### config.mk
export PLATFORM = sky130hd
export DESIGN_NAME = axil_regfile_slave
export DESIGN_NICKNAME = d
export VERILOG_FILES = /design/src/rtl/axil_pkg.sv /design/src/rtl/axil_reg_array.sv /design/src/rtl/axil_regfile_slave.sv
export SDC_FILE = /design/constraint.sdc
export NUM_CORES = 1
export LEC_CHECK = 0
export CORE_MARGIN = 8
export CORE_UTILIZATION = 55
export CTS_BUF_LIST = sky130_fd_sc_hd__clkbuf_8
export DETAILED_ROUTE_END_ITERATION = 12
export PLACE_DENSITY = 0.79
export SLEW_MARGIN = 20
export SYNTH_ARGS = -nofsm -noshare
export SYNTH_HDL_FRONTEND = slang
export SYNTH_HIERARCHICAL = 1
export SYNTH_SLANG_ARGS = --single-unit
### constraint.sdc
create_clock -name clk -period 4.6 [get_ports clk]
set_clock_uncertainty 0.15 [all_clocks]
set_input_delay 0.92 -clock clk [delete_from_list [all_inputs] [get_ports clk]]
set_output_delay 0.92 -clock clk [all_outputs]
set_load 0.01 [all_outputs]
### src/rtl/axil_pkg.sv
// axil_pkg: response codes and FSM state types shared by the register-file slave
package axil_pkg;
  localparam logic [1:0] RESP_OKAY   = 2'b00;
  localparam logic [1:0] RESP_SLVERR = 2'b10;
  typedef enum logic {W_COLLECT, W_RESP} wstate_t;
  typedef enum logic {R_IDLE, R_DATA} rstate_t;
endpackage

### src/rtl/axil_reg_array.sv
// axil_reg_array: NUM_REGS x DATA_W registers, one write port, two registered read ports
module axil_reg_array #(
  parameter int ADDR_W   = 3,
  parameter int DATA_W   = 8,
  parameter int NUM_REGS = 6
) (
  input  logic              clk,
  input  logic              rst_n,
  input  logic              we,
  input  logic [ADDR_W-1:0] waddr,
  input  logic [DATA_W-1:0] wdata,
  input  logic              rd_en,
  input  logic [ADDR_W-1:0] rd_addr,
  output logic [DATA_W-1:0] rd_data,
  input  logic [ADDR_W-1:0] mon_addr,
  output logic [DATA_W-1:0] mon_data
);
  logic [DATA_W-1:0] regs [NUM_REGS];
  // Indices past the implemented range read as zero and are never written
  always_ff @(posedge clk or negedge rst_n)
    if (!rst_n) begin
      for (int i = 0; i < NUM_REGS; i++) regs[i] <= '0;
      rd_data  <= '0;
      mon_data <= '0;
    end else begin
      if (we && 32'(waddr) < NUM_REGS) regs[waddr] <= wdata;
      if (rd_en) rd_data <= 32'(rd_addr) < NUM_REGS ? regs[rd_addr] : '0;
      mon_data <= 32'(mon_addr) < NUM_REGS ? regs[mon_addr] : '0;
    end
endmodule

### src/rtl/axil_regfile_slave.sv
// axil_regfile_slave: AXI-Lite style register-file slave; AXIL_SLVERR_EN selects SLVERR over address aliasing
module axil_regfile_slave #(
  parameter int ADDR_W   = 3,
  parameter int DATA_W   = 8,
  parameter int NUM_REGS = 6
) (
  input  logic              clk,
  input  logic              rst_n,
  input  logic              aw_valid,
  output logic              aw_ready,
  input  logic [ADDR_W-1:0] aw_addr,
  input  logic              w_valid,
  output logic              w_ready,
  input  logic [DATA_W-1:0] w_data,
  output logic              b_valid,
  input  logic              b_ready,
  output logic [1:0]        b_resp,
  input  logic              ar_valid,
  output logic              ar_ready,
  input  logic [ADDR_W-1:0] ar_addr,
  output logic              r_valid,
  input  logic              r_ready,
  output logic [DATA_W-1:0] r_data,
  output logic [1:0]        r_resp,
  input  logic [ADDR_W-1:0] mon_addr,
  output logic [DATA_W-1:0] mon_data
);
  import axil_pkg::*;
  wstate_t ws;
  rstate_t rs;
  logic aw_held, w_held, aw_fire, w_fire, ar_fire, commit, we;
  logic [ADDR_W-1:0] aw_q, waddr, arr_waddr, arr_raddr;
  logic [DATA_W-1:0] w_q, wdata;
  logic [1:0] wresp, rresp;
  assign aw_ready = ws == W_COLLECT && !aw_held;
  assign w_ready  = ws == W_COLLECT && !w_held;
  assign ar_ready = rs == R_IDLE;
  assign b_valid  = ws == W_RESP;
  assign r_valid  = rs == R_DATA;
  assign aw_fire  = aw_valid && aw_ready;
  assign w_fire   = w_valid && w_ready;
  assign ar_fire  = ar_valid && ar_ready;
  // Commit on the edge where both halves are present, held or arriving now
  assign commit   = ws == W_COLLECT && (aw_held || aw_fire) && (w_held || w_fire);
  assign waddr    = aw_held ? aw_q : aw_addr;
  assign wdata    = w_held ? w_q : w_data;
`ifdef AXIL_SLVERR_EN
  logic w_ok, r_ok;
  assign w_ok      = 32'(waddr) < NUM_REGS;
  assign r_ok      = 32'(ar_addr) < NUM_REGS;
  assign arr_waddr = waddr;
  assign arr_raddr = ar_addr;
  assign we        = commit && w_ok;
  assign wresp     = w_ok ? RESP_OKAY : RESP_SLVERR;
  assign rresp     = r_ok ? RESP_OKAY : RESP_SLVERR;
`else
  assign arr_waddr = ADDR_W'(32'(waddr) % NUM_REGS);
  assign arr_raddr = ADDR_W'(32'(ar_addr) % NUM_REGS);
  assign we        = commit;
  assign wresp     = RESP_OKAY;
  assign rresp     = RESP_OKAY;
`endif
  always_ff @(posedge clk or negedge rst_n)
    if (!rst_n) begin
      ws      <= W_COLLECT;
      aw_held <= 1'b0;
      w_held  <= 1'b0;
      aw_q    <= '0;
      w_q     <= '0;
      b_resp  <= RESP_OKAY;
    end else begin
      if (aw_fire) begin
        aw_held <= 1'b1;
        aw_q    <= aw_addr;
      end
      if (w_fire) begin
        w_held <= 1'b1;
        w_q    <= w_data;
      end
      if (commit) begin
        ws     <= W_RESP;
        b_resp <= wresp;
      end
      if (ws == W_RESP && b_ready) begin
        ws      <= W_COLLECT;
        aw_held <= 1'b0;
        w_held  <= 1'b0;
      end
    end
  always_ff @(posedge clk or negedge rst_n)
    if (!rst_n) begin
      rs     <= R_IDLE;
      r_resp <= RESP_OKAY;
    end else begin
      if (ar_fire) begin
        rs     <= R_DATA;
        r_resp <= rresp;
      end
      if (rs == R_DATA && r_ready) rs <= R_IDLE;
    end
  axil_reg_array #(.ADDR_W(ADDR_W), .DATA_W(DATA_W), .NUM_REGS(NUM_REGS)) u_array (
    .clk      (clk),
    .rst_n    (rst_n),
    .we       (we),
    .waddr    (arr_waddr),
    .wdata    (wdata),
    .rd_en    (ar_fire),
    .rd_addr  (arr_raddr),
    .rd_data  (r_data),
    .mon_addr (mon_addr),
    .mon_data (mon_data)
  );
endmodule

* Yosys cells after proc, flatten, opt, wreduce, memory -nomap -nowiden
Index checks and enable logic that the tools add are counted.
** Operators by class
- Bitwise gates (word level) :: 5
- Multiplexer cells :: 21
- Divide/modulo/power cells :: 2
- Magnitude comparators :: 7
- Reductions and logical operators :: 19
** Operators by type and width (number)
- $mod A3 B3 Y32 const B :: 2
- $mux W8 :: 8
- $bmux W8 S3 :: 2
- $bwmux W48 :: 1
- $demux W8 S3 :: 1
- $ge A4 B4 Y1 const B :: 3
- $not A3 Y4 :: 3
- $logic_and A1 B1 Y1 :: 11
- $lt A3 B3 Y1 const B :: 3
- $mux W1 :: 8
- $reduce_bool A2 Y1 :: 4
- $lt A4 B1 Y1 const B :: 1
- $mux W3 :: 1
- $logic_not A1 Y1 :: 2
- $logic_or A1 B1 Y1 :: 2
- $not A1 Y1 :: 2
** Word-level totals
- Register bits :: 79
- Logic and storage cells :: 68
- Output and inout port bits :: 25
- Input port bits :: 24

* Logic depth before layout (Yosys ltp)
Gate-level depths: netlist (run 1).
- Depth after elaboration :: 8
- Depth in mapped cells :: 6
- Mapped depth without buffers :: 5

* Hierarchy
Netlist (run 1), hierarchy kept.
** By module, submodules not included
- axil_reg_array :: cells each 208, area each 3103.0 um^2, sequential area each 1601.5 um^2, times used 1
- axil_regfile_slave :: cells each 65, area each 802.0 um^2, sequential area each 375.4 um^2, times used 1

* Least setup slack after synthesis (run 1)
Ideal clock, no wire load.
- Path type :: input to register
- From :: in aw_addr[1]
- To :: reg u_array/regs[24] in the netlist's numbering
- Slack :: 2.187 ns
- Arrival time :: 2.138 ns
- Stages on the path :: 5
- Required time :: 4.325 ns
- Library setup time :: 0.125 ns
- Path buffers :: 1
- Cells stage by stage :: inv_1 o32ai_1 buf_2 nor3b_4 mux2_2
** On the way
- Longest elaborated chain between the ends :: 8
- Elaborated cells on any way between the ends :: 11
- Those cells by class :: 1 x div; 3 x order compare; 4 x mux; 1 x bitwise; 2 x reduce/logical
** Ends and longest elaborated chain
- start, declared :: RTL line axil_regfile_slave.sv:11 : input logic [ADDR_W-1:0] aw_addr,
- $mux W3 (*) :: RTL line axil_regfile_slave.sv:45 : assign waddr = aw_held ? aw_q : aw_addr;
- $mod A3 B3 Y32 (*) :: RTL line axil_regfile_slave.sv:57 : assign arr_waddr = ADDR_W'(32'(waddr) % NUM_REGS);
- via arr_waddr[1] :: RTL line axil_regfile_slave.sv:32 : logic [ADDR_W-1:0] aw_q, waddr, arr_waddr, arr_raddr;
- $not A3 Y4 (not written as such) :: RTL line axil_reg_array.sv:26 : if (we && 32'(waddr) < NUM_REGS) regs[waddr] <= wdata;
- $ge A4 B4 Y1 (not written as such) or $lt A4 B1 Y1 (tied branches) :: RTL line axil_reg_array.sv:26
- $logic_and A1 B1 Y1 (not written as such) :: RTL line axil_reg_array.sv:26
- $mux W8 (not written as such) :: RTL line axil_reg_array.sv:26
- $demux W8 S3 :: RTL line axil_reg_array.sv:26
- $bwmux W48 :: RTL line axil_reg_array.sv:26
- end signal, assigned by index :: RTL line axil_reg_array.sv:26
- end, declared :: RTL line axil_reg_array.sv:18 : logic [DATA_W-1:0] regs [NUM_REGS];
The timed path passes the listed nets; every way through them passes the cells marked *.
A chain may end at the register's enable or synchronous reset.

* Worst setup path in the final report (run 1)
- From :: in aw_addr[1]
- To :: reg u_array/regs[21] in the netlist's numbering
Same word-level chain as after synthesis.

==> results.cfg, run 1 <==
[synthesis]
synth.ff_latch_count = 79
yosys_most_used_dff = dfrtp_1
ys_warn_count = 6
synth_commonest_cells = dfrtp_1, mux2_2, inv_1
async_reset_ff_frac = 1.00
synth.largest_area_cell = dfrtp_1
syn_avg_cell_area_sq_um = 14.3
yosysTopAreaCellShare = 0.506
synthesis.area_sq_um = 3900
synth_cell_types = 30
yosysMostFrequentCell = dfrtp_1
synth_area_leaders = dfrtp_1, mux2_2, mux4_2, mux4_1, mux2i_1
synth_edf_count = 0
synth_cells = 273
ys_seq_area_frac = 0.506

[clock_tree]
cts.path.max_buffers = 2
cts_setup_buffers = 0
cts_tree = yes
cts.sinks = 79
clock_latency_ns = 0.35
ctsHoldBuffers = 0
numCtsBuffers = 9
clkSlewWorstSetupHoldPaths_ns = 0.07
post_cts_resize_count = 0
cts-root-buf = clkbuf_8
htreeDepth = 3

[detailed_routing]
wire_per_inst_microns = 19.2
viasPerCell = 5.82
drtIter0Drc = 84
drc = 0
num_vias = 2414
final_antenna_net_count = 0
drt-total-wl_microns = 7990
first_pass_iters = 4

[floorplanning]
io_pins = 49
start_util = 0.572
die_y_microns = 100
core.rowCount = 30
fp.coreArea_sq_um = 6830
die_x_microns = 100
die_area_sq_um = 10100

[critical_path]
worstSetupPathType = input pin to register
critPathLaunchType = input pin
worst_ep_required_time_ns = 4.68
worstPathArrival_ns = 3.05
path_cells = clkdlybuf4s50_1, inv_1, o32ai_1, buf_4, nand4b_1, mux2_2
cpLargestDelayFamily = buffers and inverters
max_stage_delay_ns = 0.57
path_buf_inv = 3
crit_path_max_fanout = 8
critical_path.slowest_cell = nand4b_1
crit_path_end_kind = register

[sta]
max_freq_mhz = 336
setup_tns_ns = 0
drv_slew = 0
rsz0062_at_grt = false
setup_viol_count_final = 0
fin_crit_sh = 0.646
final.min_clock_period_ns = 2.97
finalHoldViolCount = 0
worst_pin_slew_ns = 0.854
slew_headroom = 0.429

[global_routing]
grt_pass1_wl_microns = 13000
overflow = 0
first_global_vias = 2429
grt.total_usage = 0.170
grt_max_degree = 80
antenna_found_initial = 0

[power]
total_power_mw = 2.88
ir_drop_mv = 0.422
p_leak_nw = 1.97
cellPowerDensity_nw_per_um2 = 629

[layout]
syn2layout_area_growth_pct = 17.2
nets = 338
antenna_cells = 0
drive_gt1_frac = 0.348

[place]
place_congestion = 0.783
portBuffers = 44
dp_hpwl_microns = 5360

[job]
cap_violations = 0

[worst_hold_path]
hp-class = input pin to asynchronous set/reset pin

[outcome]
outcome = complete, no violations
[registers in the layout, summed over array words and instances (netlist names)]
register          cells
aw_held               1
aw_q                  3
b_valid               1
r_valid               1
u_array/mon_data      8
u_array/rd_data       8
u_array/regs         48
w_held                1
w_q                   8
[routing by layer]
layer,global-route usage,routed length (microns),share of wire,vias up
li1,-,-,-,1085
met1,0.225,3720,0.47,1225
met2,0.253,3680,0.46,90
met3,0.0484,464,0.058,14
met4,0.0721,121,0.015,0
met5,0,0,0,-
[cells by family (layout without fill, tap and decap cells)]
| group | after synthesis | count (layout) | synth area share |
|---|---|---|---|
| and+or+nand+nor | 29 | 29 | 0.0548 |
| other | 1 | 4 | 0.000960 |
| DFF | 79 | 79 | 0.506 |
| AOI/OAI and AO/OA | 30 | 30 | 0.0513 |
| muxes | 101 | 101 | 0.340 |
| buffers and inverters | 33 | 76 | 0.0468 |
[final timing paths]
path	startpoint	to	slack, ns	depth (start not counted)
setup / recovery	aw_addr[1]	u_array/regs[21]$_DFFE_PN0P_	1.63	6
hold / removal	rst_n	u_array/regs[22]$_DFFE_PN0P_	0.33	1
setup reg to reg	w_held$_DFFE_PN0P_	u_array/regs[21]$_DFFE_PN0P_	2.03	4
hold reg to reg	w_q[3]$_DFFE_PN0P_	w_q[3]$_DFFE_PN0P_	0.35	1
max in group asynchronous	rst_n	u_array/regs[19]$_DFFE_PN0P_	3.39	2
min in group clk	w_q[3]$_DFFE_PN0P_	w_q[3]$_DFFE_PN0P_	0.35	1
[placed cells by master (no fill, tap or decap), types with 2 or more instances in the layout]
cell             instances
buf_4                    3
clkdlybuf4s50_1         43
clkinv_2                 3
o22ai_1                  9
nor2b_1                  3
nor3b_4                  3
inv_1                   15
mux4_1                   6
conb_1                   4
mux2i_1                 10
a22oi_1                  8
dfrtp_1                 79
a22o_1                   2
nand4b_1                 2
a21oi_1                  8
mux4_2                  10
nor2_1                  12
nand2_1                  3
clkbuf_8                10
mux2_2                  75
[metrics by stage]
step	cells	hold WS, ns	cell area (sq um)	worst slack, ns	util
2_1_floorplan	276	0.325	3920	2.19	-
3_3_place_gp	398	0.333	4360	1.30	0.638
3_5_place_dp	398	0.340	4360	1.23	0.638
4_1_cts	414	0.358	4550	1.60	0.665
5_1_grt	415	0.326	4580	1.55	0.670
6_report	415	0.328	4580	1.63	0.670
[final cells by class]
type,count,area [sq um]
fillers,508,2260
multi-input cells,164,1760
flip-flops and latches,79,1980
clock buffers,10,138
repair buffers,47,480
inverters,13,48.8
clock inverters,6,52.6
well taps,96,120
[power by group]
| group | leakage (nW) | total, mW | internal (mW) | switching [mW] |
|---|---|---|---|---|
| sequential | 0.965 | 1.27 | 1.02 | 0.244 |
| combinational | 0.893 | 1.12 | 0.675 | 0.441 |
| clock | 0.108 | 0.497 | 0.259 | 0.238 |
Note: power is estimated with default switching activity, not from simulation.
==> run 2: changes to the inputs <==
--- a/config.mk
+++ b/config.mk
@@ -6,7 +6,7 @@
 export NUM_CORES = 1
 export LEC_CHECK = 0
 export CORE_MARGIN = 8
-export CORE_UTILIZATION = 55
+export CORE_UTILIZATION = 52
 export CTS_BUF_LIST = sky130_fd_sc_hd__clkbuf_8
 export DETAILED_ROUTE_END_ITERATION = 12
 export PLACE_DENSITY = 0.79
==> constraint.sdc (replaced) <==
create_clock -name clk -period 2.46 [get_ports clk]
set_clock_uncertainty 0.15 [all_clocks]
set_input_delay 0.492 -clock clk [delete_from_list [all_inputs] [get_ports clk]]
set_output_delay 0.492 -clock clk [all_outputs]
set_load 0.01 [all_outputs]
==> run 2 against run 1 <==
Effect of this change:
- power increased by 93%
- sequential power grew 83%
- die area rose by 4.8%
- critical path type unchanged
- global-route usage about the same
- largest cell class unchanged
- hold slack improved by 0.027 ns
- count of clock-buffer cells in the layout increased by 1
- setup slack got worse by 1.5 ns
- combinational power grew 100%
==> results.cfg, run 2 (synthesis results as in run 1) <==
[critical_path]
timing.rr.start = aw_held$_DFFE_PN0P_
reg2reg_to = u_array/regs[34]$_DFFE_PN0P_
crit_path_end_kind = register
crit_path_max_fanout = 8
cpLargestDelayFamily = simple AND/OR/NAND/NOR gates
max_stage_delay_ns = 0.66
critical_path.slowest_cell = nor3_2
startpoint = aw_addr[1]
cp-endpoint = u_array/regs[34]$_DFFE_PN0P_
cp.depth = 5
worst_ep_required_time_ns = 2.54
path_buf_inv = 1
rr_worst_depth = 4
critPathLaunchType = input pin
rrSetupSlack_ns = 0.27
worstSetupPathType = input pin to register
path_cells = clkdlybuf4s50_1, nor2_1, a32o_1, nor3_2, mux2_2
worstPathArrival_ns = 2.36

[clock_tree]
clkSlewWorstSetupHoldPaths_ns = 0.08
numCtsBuffers = 9
cts.sinks = 79
cts.path.max_buffers = 2
post_cts_resize_count = 0
clock_latency_ns = 0.34
cts_setup_buffers = 0
cts-root-buf = clkbuf_8
htreeDepth = 3
cts_tree = yes

[job]
cap_violations = 0

[sta]
worst_slack_ns = 0.177
worst_pin_slew_ns = 0.783
fin_crit_sh = 0.928
slew_headroom = 0.475
finalHoldViolCount = 0
drv_slew = 0
rsz0062_at_grt = false
max_freq_mhz = 438
setup_viol_count_final = 0
final.min_clock_period_ns = 2.28

[layout]
multi_input_comb_area_sq_um = 1760
finalNonFillerCells = 437
antenna_cells = 0
mostFrequentLayoutCells = dfrtp_1, mux2_2, clkdlybuf4s50_1
largest_reg_flops = 48
syn2layout_area_growth_pct = 23.4
regArea_sq_um = 1980
fillCellCount = 553
nets = 358
drive_gt1_frac = 0.382
regMostFlops = u_array/regs
final_common_cell = dfrtp_1

[floorplanning]
die_y_microns = 103
io_pins = 49
die_area_sq_um = 10500
fp.coreArea_sq_um = 7250
die_x_microns = 103
start_util = 0.538
core.rowCount = 31

[worst_hold_path]
min-delay-start = w_q[0]$_DFFE_PN0P_
hp-class = register to register
holdPathStages = 1

[global_routing]
grt_pass1_wl_microns = 13400
first_global_vias = 2519
overflow = 0
grt.total_usage = 0.170
antenna_found_initial = 0
grt_max_degree = 43

[detailed_routing]
viasPerCell = 5.65
first_pass_iters = 4
drc = 0
drt-total-wl_microns = 8290
drtIter0Drc = 108
final_antenna_net_count = 0
num_vias = 2471
wire_per_inst_microns = 19.0

[place]
dp_slack_ns = -0.172
portBuffers = 44
place_congestion = 0.767
dp_hpwl_microns = 5740
dp_cells = 421

[power]
ir_drop_mv = 0.619
p_leak_nw = 2.09
cellPowerDensity_nw_per_um2 = 1150

[outcome]
outcome = complete, no violations
[run 2: worst min path at each step]
stage                                     to  slack [ns]
2_1_floorplan            aw_held$_DFFE_PN0P_        0.05
3_3_place_gp             aw_q[0]$_DFFE_PN0P_        0.33
3_5_place_dp   u_array/mon_data[5]$_DFF_PN0_        0.34
4_1_cts                   w_q[0]$_DFFE_PN0P_        0.36
5_1_grt                   w_q[3]$_DFFE_PN0P_        0.37
6_report                  w_q[0]$_DFFE_PN0P_        0.36
[run 2: final cells by class]
class / count / area share
clock buffers: 11 / 0.0314
inverters: 13 / 0.0101
multi-input cells: 164 / 0.365
flip-flops and latches: 79 / 0.410
well taps: 99 / 0.0257
repair buffers: 67 / 0.148
clock inverters: 4 / 0.00961
[run 2: what timing repair did]
action                     CTS  global route
setup endpoints to repair    0             0
hold buffers                 1             0
hold endpoints to repair    37             0
[run 2: layer usage]
metal / wire length (microns) / GRT usage
met3: 719 / 0.0439
met1: 3680 / 0.226
met5: 0 / 0
met2: 3760 / 0.264
met4: 124 / 0.0576
[run 2: metrics by stage]
stage | TNS [ns] | util | cell area [sq um] | hold WS, ns | total power, mW
finish | 0 | 0.664 | 4820 | 0.355 | 5.56
global route | 0 | 0.664 | 4820 | 0.374 | 5.88
CTS | 0 | 0.664 | 4820 | 0.360 | 5.59
detailed placement | -2.29 | 0.636 | 4610 | 0.339 | 4.62
global placement | -1.48 | 0.636 | 4610 | 0.333 | 4.52
floorplan | 0 | - | 3920 | 0.0464 | 3.79
[run 2: power by group]
part           internal [mW]  switching (mW)  leakage [nW]
clock network          0.513           0.446         0.103
registers               1.91           0.420         0.965
logic                   1.38           0.892          1.02
total                   3.80            1.76          2.09
==> run 3: changes to the inputs <==
--- a/config.mk
+++ b/config.mk
@@ -5,8 +5,9 @@
 export SDC_FILE = /design/constraint.sdc
 export NUM_CORES = 1
 export LEC_CHECK = 0
+export ABC_CLOCK_PERIOD_IN_PS = 2580
 export CORE_MARGIN = 8
-export CORE_UTILIZATION = 52
+export CORE_UTILIZATION = 55
 export CTS_BUF_LIST = sky130_fd_sc_hd__clkbuf_8
 export DETAILED_ROUTE_END_ITERATION = 12
 export PLACE_DENSITY = 0.79
==> constraint.sdc (replaced) <==
create_clock -name clk -period 2.58 [get_ports clk]
set_clock_uncertainty 0.15 [all_clocks]
set_input_delay 0.516 -clock clk [delete_from_list [all_inputs] [get_ports clk]]
set_output_delay 0.516 -clock clk [all_outputs]
set_load 0.01 [all_outputs]
==> run 3 against run 2 <==
Effect of this change:
- non-clock buffer count shrank 6
- highest routed layer unchanged
- cell count shrank 2.1%
- sequential share of layout area grew 0.90 points
- first-iteration DRC count grew 17%
- the flow now finishes with violations (negative hold slack)
==> results.cfg, run 3 (synthesis results as in run 1) <==
[outcome]
outcome = complete, but fails checks
violations = negative hold slack

[power]
p_switching_mw = 1.68
p_sw_frac = 0.323
p_leak_nw = 2.03
ir_drop_mv = 0.610
cellPowerDensity_nw_per_um2 = 1100
power_frac_seq = 0.428
clkPwrFrac = 0.162
internal_power_mw = 3.52
power_frac_comb = 0.409

[clock_tree]
ctsHoldBuffers = 0
cts.path.max_buffers = 2
post_cts_resize_count = 0
clock_latency_ns = 0.35
htreeDepth = 3
numCtsBuffers = 9
cts-root-buf = clkbuf_8
cts.sinks = 79
cts_tree = yes
clkSlewWorstSetupHoldPaths_ns = 0.08
cts_setup_buffers = 0

[worst_hold_path]
hp-class = input pin to asynchronous set/reset pin

[detailed_routing]
viasPerCell = 5.69
first_pass_iters = 4
wire_per_inst_microns = 19.0
drtIter0Drc = 126
final_antenna_net_count = 0
drc = 0
drt-total-wl_microns = 8120
num_vias = 2434

[critical_path]
path_cells = nor2_1, clkdlybuf4s50_1
path_buf_inv = 1
cpLargestDelayFamily = buffers and inverters
critical_path.slowest_cell = clkdlybuf4s50_1
crit_path_max_fanout = 8
worst_ep_required_time_ns = 1.91
max_stage_delay_ns = 0.57
crit_path_end_kind = primary output
critPathLaunchType = register
worstPathArrival_ns = 1.54
worstSetupPathType = register to primary output

[floorplanning]
die_y_microns = 100
fp.coreArea_sq_um = 6830
start_util = 0.572
die_area_sq_um = 10100
io_pins = 49
core.rowCount = 30
die_x_microns = 100

[layout]
regMostFlops = u_array/regs
nets = 352
antenna_cells = 0
final_common_cell = dfrtp_1
mostFrequentLayoutCells = dfrtp_1, mux2_2, clkdlybuf4s50_1
syn2layout_area_growth_pct = 20.7
drive_gt1_frac = 0.377
largest_reg_flops = 48

[sta]
whs_ns = -0.00353
max_freq_mhz = 454
final.min_clock_period_ns = 2.20
rsz0062_at_grt = false
worst_pin_slew_ns = 0.525
setup_tns_ns = 0
finalHoldViolCount = 12
setup_viol_count_final = 0
slew_headroom = 0.650
fin_crit_sh = 0.854
drv_slew = 0

[global_routing]
antenna_found_initial = 0
grt_max_degree = 41
grt.total_usage = 0.172
grt_pass1_wl_microns = 13200
first_global_vias = 2571
overflow = 0

[place]
place_congestion = 0.760
portBuffers = 44
dp_hpwl_microns = 5730

[job]
cap_violations = 0
==> run 3: changes by cell type in the layout (fill, tap and decap cells not counted) <==
cell           delta
clkinv_2          +1
buf_4             -2
clkbuf_8          +1
buf_12            -3
inv_1             -1
bufinv_16         -1
dlygate4sd3_1     -1
==> run 3: final timing paths <==
path,start,endpoint,slack (ns),cells past startpoint
max,b_valid$_DFFE_PN0P_,w_ready,0.38,2
max reg2reg,aw_held$_DFFE_PN0P_,u_array/regs[15]$_DFFE_PN0P_,0.46,5
min,rst_n,u_array/rd_data[6]$_DFFE_PN0P_,-0.004,1
min in group clk,w_q[5]$_DFFE_PN0P_,w_q[5]$_DFFE_PN0P_,0.36,1
max in group asynchronous,rst_n,u_array/regs[11]$_DFFE_PN0P_,1.69,2
min reg2reg,w_q[5]$_DFFE_PN0P_,w_q[5]$_DFFE_PN0P_,0.36,1
==> run 3: power by group through the flow <==
stage	Combinational [mW]	Sequential, mW	Clock (mW)
3_5_place_dp	2.12	2.24	0
2_1_floorplan	1.47	2.14	0
4_1_cts	2.14	2.22	0.864
5_1_grt	2.29	2.30	0.921
3_3_place_gp	2.06	2.21	0
6_report	2.13	2.23	0.844
==> run 3: cell type report <==
class,instances,area [sq um]
fill,503,2120
timing repair buffer,61,628
sequential,79,1980
multi-input combinational,164,1760
clock buffer,12,165
tap,96,120
inverter,13,48.8
clock inverter,3,17.5
==> run 3: metrics by stage <==
stage | setup WS (ns) | utilization | std cells | area (sq um) | power (mW)
2_1_floorplan | 0.475 | - | 276 | 3920 | 3.61
3_3_place_gp | 0.0370 | 0.663 | 413 | 4530 | 4.27
3_5_place_dp | 0.0138 | 0.663 | 413 | 4530 | 4.36
4_1_cts | 0.364 | 0.690 | 428 | 4710 | 5.22
5_1_grt | 0.262 | 0.690 | 428 | 4710 | 5.51
6_report | 0.377 | 0.690 | 428 | 4710 | 5.20
==> run 3: routing by layer <==
layer  share of wire  wire length, microns  global-route usage
met4          0.0074                    60              0.0419
met3           0.078                   634              0.0630
met2            0.49                  3950               0.277
met5               0                     0                   0
met1            0.43                  3480               0.213
